==> src/rtl/mem_stage_access.sv <==
// mem_stage_access: MEM pipeline stage driving a req/ack data-memory port and the MEM/WB register.
module mem_stage_access #(
  parameter int TIMEOUT_CYC = 256
) (
  input  logic        clk,
  input  logic        reset_n,
  input  logic [31:0] MEM_Instr,
  input  logic [31:0] MEM_PC,
  input  logic        MEM_RegWrite,
  input  logic        MEM_MemToReg,
  input  logic        MEM_MemWrite,
  input  logic [4:0]  MEM_WriteReg,
  input  logic [31:0] MEM_WriteData,
  input  logic [31:0] MEM_AluResult,
  output logic        dmem_req,
  output logic        dmem_we,
  output logic [31:0] dmem_addr,
  output logic [31:0] dmem_wdata,
  input  logic        dmem_ack,
  input  logic [31:0] dmem_rdata,
  output logic        mem_stall,
  output logic        mem_err,
  output logic [31:0] WB_Instr,
  output logic [31:0] WB_PC,
  output logic        WB_RegWrite,
  output logic        WB_MemToReg,
  output logic [4:0]  WB_WriteReg,
  output logic [31:0] WB_ReadData,
  output logic [31:0] WB_AluResult
);
  typedef enum logic {IDLE, BUSY} state_t;
  localparam int CW = $clog2(TIMEOUT_CYC + 1);
  localparam logic [CW-1:0] LAST = CW'(TIMEOUT_CYC - 1);
  state_t state, state_nx;
  logic [CW-1:0] cnt;
  logic access, misaligned, issue, timeout_hit, wb_load, err_nx;
  always_comb begin
    access      = MEM_MemToReg | MEM_MemWrite;
    misaligned  = access & (MEM_AluResult[1:0] != 2'b00);
    issue       = (state == IDLE) & access & ~misaligned;
    timeout_hit = (state == BUSY) & ~dmem_ack & (cnt == LAST);
    wb_load     = (state == IDLE) ? ~access : dmem_ack;
    err_nx      = ((state == IDLE) & misaligned) | timeout_hit;
    mem_stall   = issue | ((state == BUSY) & ~dmem_ack & ~timeout_hit);
    state_nx    = issue ? BUSY : ((state == BUSY) & (dmem_ack | timeout_hit)) ? IDLE : state;
  end
  always_ff @(posedge clk or negedge reset_n) begin
    if (!reset_n) begin
      state        <= IDLE;
      cnt          <= '0;
      dmem_req     <= 1'b0;
      dmem_we      <= 1'b0;
      dmem_addr    <= '0;
      dmem_wdata   <= '0;
      mem_err      <= 1'b0;
      WB_Instr     <= '0;
      WB_PC        <= '0;
      WB_RegWrite  <= 1'b0;
      WB_MemToReg  <= 1'b0;
      WB_WriteReg  <= '0;
      WB_ReadData  <= '0;
      WB_AluResult <= '0;
    end else begin
      state   <= state_nx;
      mem_err <= err_nx;
      if (issue) begin
        dmem_req   <= 1'b1;
        dmem_we    <= MEM_MemWrite;
        dmem_addr  <= MEM_AluResult;
        dmem_wdata <= MEM_WriteData;
        cnt        <= '0;
      end else if (state == BUSY) begin
        if (dmem_ack | timeout_hit) dmem_req <= 1'b0;
        else cnt <= cnt + 1'b1;
      end
      // anything that is not a plain ALU op or a completed access becomes a bubble
      if (wb_load) begin
        WB_Instr     <= MEM_Instr;
        WB_PC        <= MEM_PC;
        WB_RegWrite  <= MEM_RegWrite;
        WB_MemToReg  <= MEM_MemToReg;
        WB_WriteReg  <= MEM_WriteReg;
        WB_AluResult <= MEM_AluResult;
        if (state == BUSY) WB_ReadData <= dmem_rdata;
      end else begin
        WB_RegWrite <= 1'b0;
        WB_MemToReg <= 1'b0;
      end
    end
  end
endmodule

==> config.mk <==
export PLATFORM = sky130hd
export DESIGN_NAME = mem_stage_access
export DESIGN_NICKNAME = d
export VERILOG_FILES = /design/src/rtl/mem_stage_access.sv
export SDC_FILE = /design/constraint.sdc
export NUM_CORES = 1
export LEC_CHECK = 0
export CORE_ASPECT_RATIO = 2
export CORE_MARGIN = 5
export CORE_UTILIZATION = 40
export CTS_CLUSTER_SIZE = 12
export DETAILED_ROUTE_END_ITERATION = 10
export PLACE_DENSITY = 0.78
export SYNTH_ARGS = -nofsm -noshare
export SYNTH_HDL_FRONTEND = slang
export SYNTH_SLANG_ARGS = --single-unit
==> constraint.sdc <==
create_clock -name clk -period 3.8 [get_ports clk]
set_clock_uncertainty 0.2 [all_clocks]
set_input_delay 0.57 -clock clk [delete_from_list [all_inputs] [get_ports clk]]
set_output_delay 0.57 -clock clk [all_outputs]
set_load 0.005 [all_outputs]
==> results.cfg <==
[sta]
slew_violations = 0
rsz0062_at_grt = false
holdWs_ns = 0.285
max_slew_margin_pct = 47.0
tightest_slew_ns = 0.795
setup_violations = 0
hold_violations = 0
worst_slack_ns = 0.229
timing.fmax_ghz = 0.280
finalCriticalPeriod_ns = 3.57
tns_ns = 0
period_share_pct = 94.0

[die]
die_w_um = 110
num_io_pins = 374
dieArea_mm2 = 0.0230
initial_core_util_pct = 40.4
placementRows = 73
die_h_um = 210
core_region_area_mm2 = 0.0197

[detailed_routing]
drtIter0Drc = 149
via_per_inst = 4.82
drc = 0
first_pass_iters = 4
ant_nets = 0
vias = 5488
wl_um = 22800
wl_per_cell_um = 20.0

[logic_synthesis]
synth_edf_count = 0
synth_cell_type_count = 27
ys_warn_count = 0
synthArstFlopShare_pct = 100
synth-seq-area-share_pct = 66.5
syn_nets = 661
syn_area_per_cell_um2 = 16.4
synth_commonest_cells = 212 x dfrtp_1, 181 x mux2_2, 17 x buf_2
ys_ff_latch = 212
yosysMostFrequentCell = dfrtp_1
netlist_instances = 488
ys.flop_type = dfrtp_1
ys_top_cells_by_area = dfrtp_1 66%, mux2_2 26%, mux2_1 2.1%, buf_2 1.1%, a21oi_1 0.44%
synth_top_area_share_pct = 66.5
synth_area_mm2 = 0.00798
synth_top_area_cell = dfrtp_1

[critical_path]
crit_path_end = mem_stall
worstPathRequired_ns = 3.03
timing.rr.start = cnt[0]
critPathArrivalTime_ns = 2.80
path_class = reg -> out
r2r_cells = 7
cp-start-kind = register
end_kind = primary output
r2r_setup_slack_ns = 1.21
critPathLaunch = cnt[0]
reg2reg_to = cnt[7]
worst-path-max-fanout = 18

[worst_hold_path]
hold_class = reg -> reg

[clock_network]
cts_buffers = 21
cts.sinks = 212
ctsHoldBuffers = 1
cts_root_buffer = clkbuf_16
clk_pin_slew_ns = 0.06
h-tree-depth = 1
cts_max_path_buffers = 3
clk-insertion-delay-late_ns = 0.50
cts_tree = done
ctsResizeCount = 0
post_cts.repair.setup_buffers = 0

[place]
place_ws_ns = 0.553
place_congestion = 0.810
io_buffer_count = 373
dp_hpwl_um = 17600

[cells_and_area]
syn_to_final_growth_pct = 58.9
nNetsFinal = 1045
drive_gt1_share_pct = 25.3

[pwr]
peakVddDrop_v = 0.000409
p_leak_nw = 5.22
power.density_mw_per_mm2 = 550
power_mw = 6.98

[global_routing]
grt_overflow_total = 0
grt_pass1_vias = 6186
grt_start_max_net_pins = 87
grt_antenna_before_repair = 3
grt_usage_pct = 19.6
grt_pass1_wl_um = 34400

[outcome]
status = finished, final reports clean

[flow_run]
max_cap_viol_count = 0
==> kinds of logic after synthesis <==
family | after synthesis | synth area share (%)
flops | 212 | 66.5
mux | 197 | 27.8
simple gates | 33 | 2.26
buf+inv | 27 | 1.87
compound gates | 16 | 1.18
fa+ha+maj | 2 | 0.314
xor+xnor | 1 | 0.110
==> worst max-delay path, cell delays in order, from the launching register on <==
cell and delay [ns]:
dfrtp_1 0.41, ha_1 0.25, nand3_1 0.08, nor2_1 0.04
ha_1 0.20, or3b_1 0.63, nand2_1 0.16, clkdlybuf4s50_1 0.52
==> routing by layer <==
metal / track usage [%] / wire length, um
met4: 8.87 / 890
met5: 0 / 0
met1: 20.2 / 7600
met3: 4.71 / 1840
met2: 36.1 / 12500
==> registers in the layout, summed over array words and instances (netlist names) <==
| signal | flops |
|---|---|
| WB_WriteReg | 5 |
| dmem_we | 1 |
| WB_ReadData | 32 |
| dmem_addr | 32 |
| WB_MemToReg | 1 |
| state | 1 |
| WB_PC | 32 |
| WB_Instr | 32 |
| cnt | 9 |
| WB_RegWrite | 1 |
| mem_err | 1 |
| dmem_wdata | 32 |
| WB_AluResult | 32 |
| dmem_req | 1 |
==> area by class of cell <==
| type | count | area [um^2] |
|---|---|---|
| fill | 1516 | 7050 |
| sequential | 212 | 5310 |
| timing repair buffer | 386 | 3930 |
| multi-input combinational | 249 | 2550 |
| clock buffer | 24 | 547 |
| tap | 262 | 328 |
| clock inverter | 1 | 8.76 |
| inverter | 2 | 7.51 |
| antenna | 3 | 7.51 |
==> layout by cell type, fill, tap and decap left out, drive strengths merged <==
cell / netlist / final
o31ai: 4 / 4
dfrtp: 212 / 212
clkdlybuf4s50: 0 / 372
or4: 4 / 4
nand4: 1 / 1
dlygate4sd3: 0 / 1
diode: 0 / 3
buf: 24 / 12
nor2: 5 / 5
nor4: 1 / 1
o32ai: 1 / 1
xor2: 1 / 1
nand2: 9 / 9
clkbuf: 1 / 25
ha: 2 / 2
or3: 3 / 3
or2: 1 / 1
nand3: 4 / 4
a21oi: 7 / 7
or3b: 1 / 1
and3: 1 / 1
mux2: 196 / 196
inv: 2 / 3
mux2i: 1 / 1
o21ai: 4 / 4
and2: 3 / 3
==> per-stage QoR <==
stage / std cells / utilization, % / instance area, um^2
6_report: 1139 / 64.3 / 12700
5_1_grt: 1139 / 64.3 / 12700
4_1_cts: 1136 / 64.2 / 12700
3_5_place_dp: 1110 / 61.4 / 12100
3_3_place_gp: 1110 / 61.4 / 12100
2_1_floorplan: 488 / - / 7980
==> where the power goes <==
part           switching [mW]  internal [mW]  total [mW]
clock network           0.795           1.01        1.80
registers               0.270           2.79        3.06
logic                   0.652           1.46        2.12
total                    1.72           5.26        6.98
==> worst min-delay path by stage <==
stage | slack [ns] | cells after the start | endpoint | from
final | 0.28 | 1 | dmem_addr[0] | dmem_addr[0]
after global routing | 0.31 | 1 | dmem_addr[0] | dmem_addr[0]
after CTS | 0.29 | 1 | dmem_addr[0] | dmem_addr[0]
after detailed placement | 0.26 | 2 | dmem_req | dmem_req
after global placement | 0.26 | 2 | dmem_req | dmem_req
after floorplan | 0.07 | 0 | WB_AluResult[0] | reset_n
(Power assumes the default switching activity.)
